<file path="src/rtl/lsu_align.sv">
// Load/store aligner between the pipeline and a word-wide data memory.
// Word-crossing accesses are split into two back-to-back word accesses with a one-cycle stall.
module lsu_align #(
    parameter bit MISALIGN_EN = 1'b1
) (
    input  logic        clk,
    input  logic        rst_n,
    input  logic        req,
    input  logic        we,
    input  logic [2:0]  funct3,
    input  logic [31:0] addr,
    input  logic [31:0] wdata,
    output logic [31:0] rdata,
    output logic        done,
    output logic        stall,
    output logic        err,
    output logic [29:0] mem_addr,
    output logic [31:0] mem_datai,
    input  logic [31:0] mem_datao,
    output logic        mem_ce,
    output logic [3:0]  mem_wstb
);

    typedef enum logic {IDLE, SECOND} state_t;

    state_t      state_q, state_d;
    logic [31:0] lo_q, lo_d;

    logic [1:0]  offset;
    logic [4:0]  shamt;
    logic [1:0]  size;
    logic        legal;
    logic        crossing;
    logic [3:0]  mask;
    logic [7:0]  strb_wide;
    logic [63:0] data_wide;
    logic [63:0] load_src;
    logic [31:0] load_raw;
    logic [31:0] load_val;

    // Sign/zero extension of the lane-aligned load word according to the width code.
    function automatic logic [31:0] extend(input logic [31:0] raw, input logic [2:0] f3);
        logic signed [7:0]  b;
        logic signed [15:0] h;
        logic signed [31:0] r;
        b = raw[7:0];
        h = raw[15:0];
        case (f3)
            3'd0:    r = b;
            3'd1:    r = h;
            3'd4:    r = {24'd0, raw[7:0]};
            3'd5:    r = {16'd0, raw[15:0]};
            default: r = raw;
        endcase
        return r;
    endfunction

    assign offset    = addr[1:0];
    assign shamt     = {offset, 3'b000};
    assign size      = funct3[1:0];
    assign legal     = we ? (funct3 < 3'd3)
                          : (funct3 != 3'd3 && funct3 != 3'd6 && funct3 != 3'd7);
    assign crossing  = (size == 2'd1 && offset == 2'd3) || (size == 2'd2 && offset != 2'd0);

    always_comb begin
        case (size)
            2'd0:    mask = 4'b0001;
            2'd1:    mask = 4'b0011;
            default: mask = 4'b1111;
        endcase
    end

    // Low nibble/word feeds the first access, high nibble/word the second.
    assign strb_wide = {4'b0000, mask} << offset;
    assign data_wide = {32'd0, wdata} << shamt;
    assign load_src  = (state_q == SECOND) ? {mem_datao, lo_q} : {32'd0, mem_datao};
    assign load_raw  = 32'(load_src >> shamt);
    assign load_val  = extend(load_raw, funct3);

    always_comb begin
        state_d   = state_q;
        lo_d      = lo_q;
        rdata     = 32'd0;
        done      = 1'b0;
        stall     = 1'b0;
        err       = 1'b0;
        mem_addr  = 30'd0;
        mem_datai = 32'd0;
        mem_ce    = 1'b0;
        mem_wstb  = 4'b0000;
        if (rst_n) begin
            case (state_q)
                IDLE: begin
                    if (req) begin
                        if (!legal || (crossing && !MISALIGN_EN)) begin
                            done = 1'b1;
                            err  = 1'b1;
                        end else begin
                            mem_ce   = 1'b1;
                            mem_addr = addr[31:2];
                            if (we) begin
                                mem_wstb  = strb_wide[3:0];
                                mem_datai = data_wide[31:0];
                            end
                            if (crossing) begin
                                stall   = 1'b1;
                                state_d = SECOND;
                                if (!we) lo_d = mem_datao;
                            end else begin
                                done = 1'b1;
                                if (!we) rdata = load_val;
                            end
                        end
                    end
                end
                SECOND: begin
                    mem_ce   = 1'b1;
                    mem_addr = addr[31:2] + 30'd1;
                    done     = 1'b1;
                    state_d  = IDLE;
                    if (we) begin
                        mem_wstb  = strb_wide[7:4];
                        mem_datai = data_wide[63:32];
                    end else begin
                        rdata = load_val;
                    end
                end
                default: state_d = IDLE;
            endcase
        end
    end

    always_ff @(posedge clk) begin
        if (!rst_n) begin
            state_q <= IDLE;
            lo_q    <= 32'd0;
        end else begin
            state_q <= state_d;
            lo_q    <= lo_d;
        end
    end

endmodule

</file>
<file path="config.mk">
export PLATFORM = sky130hd
export DESIGN_NAME = lsu_align
export DESIGN_NICKNAME = d
export VERILOG_FILES = /design/src/rtl/lsu_align.sv
export SDC_FILE = /design/constraint.sdc
export NUM_CORES = 1
export LEC_CHECK = 0
export CORE_AREA = 2 2 86 88
export CTS_CLUSTER_SIZE = 20
export DETAILED_ROUTE_END_ITERATION = 6
export DIE_AREA = 0 0 88 90
export DONT_BUFFER_PORTS = 1
export HOLD_SLACK_MARGIN = 0.06
export PLACE_DENSITY = 0.88
export SLEW_MARGIN = 0
export SYNTH_ARGS = -nofsm -noshare
export SYNTH_HDL_FRONTEND = slang
export SYNTH_SLANG_ARGS = --single-unit
</file>
<file path="constraint.sdc">
create_clock -name clk -period 8.5 [get_ports clk]
set_input_delay 2.55 -clock clk [delete_from_list [all_inputs] [get_ports clk]]
set_output_delay 2.55 -clock clk [all_outputs]
set_load 0.005 [all_outputs]
</file>
=== Yosys cells after proc, flatten, opt, wreduce, memory -nomap -nowiden ===
Cells that the tools add are included.

* Add/sub/neg operators: 1
* Order comparisons: 1
* Equality and inequality tests: 9
* Shifts and indexed selects: 3
* Multiplexer cells: 45
* Bitwise logic cells: 2
* Reduce and logical (&&, ||, !) cells: 9

{| class="wikitable"
|+ Operator list
! cell !! count
|-
| two-way mux 32 bit || 10
|-
| one-hot mux 32 bit (2 select lines) || 2
|-
| one-hot mux 32 bit (4 select lines) || 1
|-
| two-way mux 30 bit || 3
|-
| two-way mux 64 bit || 1
|-
| << shifter 32 x 5 -> 64 bit || 1
|-
| >> shifter 64 x 5 -> 32 bit || 1
|-
| one-hot mux 30 bit (2 select lines) || 1
|-
| adder 30 x 1 -> 30 bit, second input constant || 1
|-
| two-way mux 4 bit || 5
|-
| two-way mux 1 bit || 17
|-
| one-hot mux 4 bit (2 select lines) || 2
|-
| << shifter 4 x 2 -> 8 bit || 1
|-
| equality test 3 bit, second input constant || 2
|-
| != test 3 bit, second input constant || 2
|-
| one-hot mux 1 bit (2 select lines) || 3
|-
| AND reduction 5 bit || 1
|-
| equality test 2 bit, second input constant || 2
|-
| logical AND 1 bit || 4
|-
| equality test 3 x 1 -> 1 bit, second input constant || 1
|-
| zero test 3 bit || 1
|-
| < comparator 3 x 2 -> 1 bit, second input constant || 1
|-
| != test 3 x 2 -> 1 bit, second input constant || 1
|-
| equality test 2 x 1 -> 1 bit, second input constant || 1
|-
| other kinds (4) || 5
|}

* Register bits after elaboration: 33
* Input bits: 103
* Output and inout bits: 102
* Logic and storage cells: 72

=== Depth between registers and ports, before layout ===
* Word-level depth: 9
* Gate-level depth with buffers: 8
* Gate-level depth less buffers: 6

=== Worst setup path before layout ===
Ideal clock, no wire load.

* Path type: input to output
* Start: in funct3[0]
* End: out rdata[21]
* Arrival: 4030 ps
* Required time: 5950 ps
* Setup slack: 1920 ps
* Stages: 6
* Buffers on the path: 2
* Cell sequence: buf_2 > or2_2 > or4b_1 > a31o_4 > buf_12 > nor2_4

* Word-level cells in the longest chain between the ends: 8
* Elaborated cells between the ends (all ways): 23
* Those cells by class: 1 x order compare; 8 x eq/ne; 8 x mux; 6 x reduce/logical

{| class="wikitable"
|+ RTL lines
! element !! RTL line !! RTL
|-
| from (decl) || 10 || <nowiki>input logic [2:0] funct3,</nowiki>
|-
| equality test 3 bit (tied with other cells) || 48 || <nowiki>case (f3)</nowiki>
|-
| one-hot mux 32 bit (4 select lines) (tied with other cells) || 48 ||
|-
| two-way mux 32 bit (tied with other cells) || 111, 121 ||
|-
| two-way mux 32 bit / two-way mux 1 bit (equally long branches) || 105, 61 ||
|-
| two-way mux 32 bit || 95 || <nowiki>if (!legal || (crossing && !MISALIGN_EN)) begin</nowiki>
|-
| two-way mux 32 bit || 94 || <nowiki>if (req) begin</nowiki>
|-
| one-hot mux 32 bit (2 select lines) (*) || 92 || <nowiki>case (state_q)</nowiki>
|-
| two-way mux 32 bit (*) || 91 || <nowiki>if (rst_n) begin</nowiki>
|-
| to (decl) || 13 || <nowiki>output logic [31:0] rdata,</nowiki>
|}

Every way passes the cells marked *; elsewhere a longest branch is shown, timed or not.

=== Worst setup path in the final report ===
* Start: in funct3[0]
* End: out rdata[18]

The elaborated chain is that of the path after synthesis.

==> flow_summary.json <==
{
  "slew_violations": 0,
  "via_count": 5066,
  "place.detailed.instances": 722,
  "power.total_uw": 397,
  "netlist.area_leader.share_pct": 18.5,
  "design.final.nets": 734,
  "clkTransAtPathRegs_ps": 60,
  "diodes": 0,
  "pin_count": 205,
  "placement_rows": 31,
  "power_report.internal_total_uw": 273,
  "hold_ws_ps": 455,
  "synth.cells.most_frequent": "sky130_fd_sc_hd__mux2i_1, sky130_fd_sc_hd__nand2_1, sky130_fd_sc_hd__o21ai_0",
  "grt_setup_unrepaired": "false",
  "clockPowerShare_pct": 27.5,
  "power.density_cell_area_nw_per_um2": 84.1,
  "pnr_worst_setup_slack_ps": 1280,
  "yosys.cell_types.count": 57,
  "maxClockFrequency_mhz": 139,
  "dp_hpwl_mm": 10.6,
  "vias_in_the_first_global_route": 4629,
  "share_comb_of_total_power_pct": 32.1,
  "first_iter_violations": 357,
  "hp-class": "flip-flop to flip-flop",
  "post-route-period-util_pct": 84.9,
  "initial_antenna_violation_count": 0,
  "hold_buffers": 0,
  "p_leak_nw": 1.79,
  "highest-signal-layer": "met4",
  "die_height_um": 90,
  "layout-area-overhead-vs-synth_pct": -0.788,
  "initial_core_util_pct": 67.8,
  "hold_end": "lo_q[3]",
  "required_worst_endpoint_ps": 5950,
  "post_route_insts_no_fill": 728,
  "setup_tns_ps": 0,
  "power.share.switching_pct": 31.3,
  "switchingPower_uw": 125,
  "r2r_start": "state_q",
  "synth.area.top_cells": "sky130_fd_sc_hd__mux2i_1, sky130_fd_sc_hd__dfxtp_1, sky130_fd_sc_hd__o21ai_0, sky130_fd_sc_hd__nand2_1, sky130_fd_sc_hd__nand3_1",
  "min_delay_path_depth": 2,
  "worst_setup_path_start_kind": "input pin",
  "synth_edf_count": 0,
  "finalSetupViolCount": 0,
  "synth-seq-cells": 33,
  "synthesis.area_um2": 4760,
  "track_usage_pct": 35.2,
  "die_w_um": 88,
  "tritoncts_num_sinks": 33,
  "synth.avg_cell_area_um2": 7.02,
  "final_design_utilization_pct": 67.3,
  "max-clock-path-buffers": 2,
  "grt_max_degree": 97,
  "number_of_warnings_printed_during_yosys_synthesis": 0,
  "worstSetupPathType": "input pin to output pin",
  "leading_area_contributor_after_synthesis": "sky130_fd_sc_hd__mux2i_1",
  "route.detailed.drc": 0,
  "totalWireLength_mm": 14.9,
  "grt_remaining_overflow": 0,
  "clockRootBuffer": "sky130_fd_sc_hd__clkbuf_8",
  "maximum_capacitance_violations": 0,
  "wl_per_cell_um": 20.4,
  "drt_pass_1_iters": 5,
  "cts_tree": "done",
  "outcome": "finished, final reports clean",
  "power.ir.vdd_worst_uv": 96.3,
  "reg2regPathDepth": 5,
  "grt_first_pass_wirelength_mm": 22.8,
  "cells_resized_by_post_cts_repair": 0,
  "worstHoldStart": "lo_q[3]",
  "cp_data_arrival_time_ps": 4670,
  "finalCriticalPeriod_ps": 7220,
  "fin_worst_skew_ps": 6.24,
  "place.gp.congestion": 0.935,
  "routedLengthMet1_mm": 5.70,
  "async_reset_ff_share_pct": 0,
  "worstSetupEndpointType": "output pin",
  "cts_htree_levels": 2,
  "cts_post_setup_buffers_inserted": 0,
  "worst_slew_pin_slew_ps": 804,
  "met3_wirelength_mm": 1.42,
  "ratio_of_routed_vias_to_standard_cells": 6.96,
  "synth.yosys.seq_area_share_pct": 13.9,
  "antenna_viol_nets_final": 0,
  "place_worst_setup_slack_ps": 1320,
  "power.share.sequential_pct": 40.4,
  "dieArea_um2": 7920,
  "tritoncts.num_buffers": 5,
  "coreArea_um2": 7020,
  "synth_most_common_cell": "sky130_fd_sc_hd__mux2i_1",
  "crit_fanout": 19,
  "portBuffers": 0,
  "slew_headroom_pct": 46.3,
  "worstReg2RegEnd": "lo_q[17]",
  "drive_above_1_share_pct": 10.7,
  "met2WireLength_mm": 7.31,
  "synthesized_instance_count": 678,
  "clock_insertion_delay_worst_skew_ps": 290,
  "report.final.hold_viol_count": 0,
  "synth_ff_type": "sky130_fd_sc_hd__dfxtp_1",
  "placement.cell_area_um2": 4650,
  "syn_nets": 782,
  "worst_reg2reg_setup_slack_ps": 5980,
  "finish.instance_area_um2": 4720
}
## cells by family after synthesis
logic type | synth area share [%]
simple gates | 30.6
compound gates | 23.9
mux | 24.3
buf+inv | 6.23
flops | 13.9
xor+xnor | 0.920
fa+ha+maj | 0.263
## critical path: stages
cell and delay [ps]:
sky130_fd_sc_hd__o21ai_0 200, sky130_fd_sc_hd__a31o_2 370, sky130_fd_sc_hd__nand4_1 680, sky130_fd_sc_hd__a31o_4 620
sky130_fd_sc_hd__nor2_1 240
## power groups by stage
| stage | Combinational (mW) | Clock (mW) | Sequential, mW |
|---|---|---|---|
| after floorplan | 0.126 | 0 | 0.163 |
| after detailed placement | 0.125 | 0 | 0.164 |
| final | 0.127 | 0.109 | 0.160 |
| after CTS | 0.126 | 0.110 | 0.160 |
| after global placement | 0.121 | 0 | 0.164 |
| after global routing | 0.140 | 0.116 | 0.161 |
## cell type report
type	instances	area [µm²]
Multi-Input combinational cell	579	3820
Fill cell	618	2300
Sequential cell	33	662
Tap cell	99	124
Clock buffer	5	68.8
Inverter	9	33.8
Timing Repair Buffer	2	15.0
Clock inverter	1	5.00
## registers in the layout (all words and copies together) (netlist names)
name,cells
state_q,1
lo_q,32
## cells in the final DEF, fill, tap and decap left out, types with 4 or more instances in the layout
cell | netlist | routed
sky130_fd_sc_hd__a2bb2oi_1 | 8 | 8
sky130_fd_sc_hd__o221a_2 | 15 | 15
sky130_fd_sc_hd__o21ai_1 | 4 | 4
sky130_fd_sc_hd__clkbuf_8 | 0 | 5
sky130_fd_sc_hd__a211oi_1 | 10 | 10
sky130_fd_sc_hd__nor3_1 | 4 | 4
sky130_fd_sc_hd__nor2_4 | 9 | 9
sky130_fd_sc_hd__mux2_2 | 22 | 22
sky130_fd_sc_hd__a21oi_1 | 30 | 30
sky130_fd_sc_hd__dfxtp_1 | 33 | 32
sky130_fd_sc_hd__mux2i_1 | 88 | 88
sky130_fd_sc_hd__nand2_1 | 83 | 83
sky130_fd_sc_hd__and3_1 | 11 | 11
sky130_fd_sc_hd__o22ai_1 | 11 | 11
sky130_fd_sc_hd__o21ai_0 | 67 | 67
sky130_fd_sc_hd__inv_1 | 7 | 7
sky130_fd_sc_hd__nand4_1 | 12 | 12
sky130_fd_sc_hd__nor2_1 | 59 | 59
sky130_fd_sc_hd__nand2b_1 | 12 | 12
sky130_fd_sc_hd__and2_1 | 18 | 18
sky130_fd_sc_hd__o21a_1 | 7 | 7
sky130_fd_sc_hd__a22oi_1 | 9 | 9
sky130_fd_sc_hd__nand3_1 | 55 | 55
## how the worst max path moves through the flow
stage	from	end	slack, ps	cells past startpoint
floorplan	funct3[0]	rdata[21]	1920	6
finish	funct3[0]	rdata[18]	1280	5
detailed placement	funct3[0]	rdata[18]	1320	5
global route	funct3[0]	rdata[18]	1110	5
global placement	funct3[0]	rdata[18]	1460	5
CTS	funct3[0]	rdata[18]	1300	5
## routing by layer
layer / vias up / track usage, %
li1: 2383 / -
met1: 2371 / 42.4
met4: 0 / 11.7
met3: 40 / 7.81
met2: 272 / 60.7
met5: - / 0
Power figures use the tool's default switching activity.
==> patch: new RTL, config.mk and constraints unchanged <==
Reset style: asynchronous (`rst_n`), changed in one clocked block.
--- a/src/rtl/lsu_align.sv
+++ b/src/rtl/lsu_align.sv
@@ -130,7 +130,7 @@
         end
     end
 
-    always_ff @(posedge clk) begin
+    always_ff @(posedge clk or negedge rst_n) begin
         if (!rst_n) begin
             state_q <= IDLE;
             lo_q    <= 32'd0;
Formal check against the unedited RTL: same outputs for any inputs over 4 cycles, from zero or initial values and one cycle with rst_n low; that may be too few to reach the edited logic, so the function may still have changed.
==> patch against the unedited design <==
Clock skew fell by 2.8 ps; design area rose by 1.6%; synthesized area rose by 0.26%; fmax rose by 2.3%; via count fell by 0.87%; sequential cell count did not move; largest cell class unchanged; sequential power rose by 33%; wire length fell by 1.0%; worst setup slack improved by 160 ps; die area did not move; utilization rose by 1.1 points; highest routed layer unchanged; power rose by 35%.
==> patch: results (changes against the unedited design) <==
{| class="wikitable"
! Metric !! Value
|-
| Top post-synthesis cells by area || dfrtp_1, mux2i_1, mux2_2, a21oi_1, a211oi_1
|-
| Cell Count, Final, Fillers Out || 664 (-8.8%)
|-
| Clock transition at the registers of the reported paths || 70 ps
|-
| HPWL reported at the end of detailed placement || 10300 um (-3.1%)
|-
| Cell variety after synth || 63 (+11%)
|-
| Vias in the first global route || 4658 (+0.63%)
|-
| Met2 Wirelength || 7020 um (-3.9%)
|-
| Post-Synthesis Net Count || 714 (-8.7%)
|-
| Average size of a mapped cell || 7.83 um2 (+11%)
|-
| Worst setup slack after placement || 1520 ps (+203 ps)
|-
| GPL Wtd Cong || 0.902 (-3.6%)
|-
| Status || finished, final reports clean
|-
| Number of instances in the placed design || 656 (-9.1%)
|-
| Top cells by count, synth || mux2i_1, mux2_2, a21oi_1, nand2_1, nor2_1
|-
| All-layer global routing usage || 0.346 (-0.00674)
|-
| Prevailing post-synth register cell || dfrtp_1
|-
| Peak VDD IR || 108 uV (+13%)
|-
| Met1 Routed Length || 5560 um (-2.4%)
|-
| Wire length of the first global-routing pass || 22200 um (-2.4%)
|-
| Async set or reset register ratio after synthesis || 1.00 (+1.00)
|-
| Pin count of the biggest net entering global routing || 110 (+13%)
|-
| Layout Skew || 3.43 ps (-2.82 ps)
|-
| Wire length on met3 || 1420 um (-0.14%)
|-
| Wire length reported by the detailed router || 14700 um (-1.0%)
|-
| Number of nets in the finished design || 668 (-9.0%)
|-
| Worst path max stage delay || 460 ps (-220 ps)
|-
| Max-Cap Viols || 0 (unchanged)
|-
| Fraction of the yosys area taken by sequential cells || 0.173 (+0.0342)
|-
| Leakage power || 1.78 nW (-0.39%)
|-
| Via Count || 5022 (-0.87%)
|-
| Layout cells sized above 1 || 0.135 (+0.0280)
|-
| Fill count || 588 (-4.9%)
|-
| Critical Path Slowest Stage Cell || inv_1
|-
| Crit-path max FO || 32 (+13)
|-
| Actual slew at the worst max-slew pin || 989 ps (+185 ps)
|}
patch: cell count changes after synthesis, sizes merged, moves of 24 or more:
| cell | before | now |
|---|---|---|
| nand2 | 83 | 43 |
| o21ai | 71 | 34 |
| dfrtp | 0 | 33 |
| dfxtp | 33 | 0 |
| nor2 | 69 | 37 |
| mux2 | 24 | 48 |
patch: kinds of logic (layout without fill, tap and decap cells):
family          count (synthesis)  count (layout)  synth area share
compound gates                195             195             0.275
xor+xnor                        5               5           0.00917
fa+ha+maj                       1               1           0.00262
buf+inv                        71              26            0.0671
flops                          33              33             0.173
mux                           130             130             0.285
simple gates                  175             175             0.188
patch: path summary, 6_finish.rpt:
path,startpoint,to,slack (ps),depth (start not counted)
hold / removal,lo_q[6]$_DFFE_PN0P_,lo_q[6]$_DFFE_PN0P_,500,1
max in group asynchronous,rst_n,state_q$_DFFE_PN0P_,6440,0
setup / recovery,funct3[0],rdata[21],1440,7
setup reg to reg,state_q$_DFFE_PN0P_,lo_q[12]$_DFFE_PN0P_,6820,4
hold reg to reg,lo_q[6]$_DFFE_PN0P_,lo_q[6]$_DFFE_PN0P_,500,1
min in group asynchronous,rst_n,lo_q[18]$_DFFE_PN0P_,1950,0
patch: metal layers:
| layer | up-vias | GRT usage |
|---|---|---|
| met5 | - | 0 |
| met4 | 0 | 0.190 |
| met3 | 75 | 0.0725 |
| met2 | 322 | 0.573 |
| met1 | 2379 | 0.407 |
| li1 | 2246 | - |
patch: layout make-up:
| class | instances | area share |
|---|---|---|
| Clock buffer | 7 | 0.0180 |
| Clock inverter | 1 | 0.00626 |
| Inverter | 12 | 0.00938 |
| Multi-Input combinational cell | 506 | 0.759 |
| Sequential cell | 33 | 0.172 |
| Tap cell | 99 | 0.0258 |
| Timing Repair Buffer | 6 | 0.00938 |
patch: where the power goes:
part	internal [W]	switching [W]
Sequential	0.000194	0.0000190
Clock	0.0000956	0.0000593
Combinational	0.0000849	0.0000838
patch: critical path: cells and delay by family:
| family | cells | cell delay [ps] |
|---|---|---|
| buffers and inverters | 2 | 730 |
| AO/OA/AOI/OAI | 4 | 1000 |
| AND/OR/NAND/NOR | 1 | 220 |
patch: per-stage QoR:
stage | util | area, um2 | total power (W)
2_1_floorplan | - | 4770 | 0.000365
3_3_place_gp | 0.667 | 4680 | 0.000372
3_5_place_dp | 0.667 | 4680 | 0.000382
4_1_cts | 0.684 | 4800 | 0.000537
5_1_grt | 0.684 | 4800 | 0.000562
6_report | 0.684 | 4800 | 0.000537
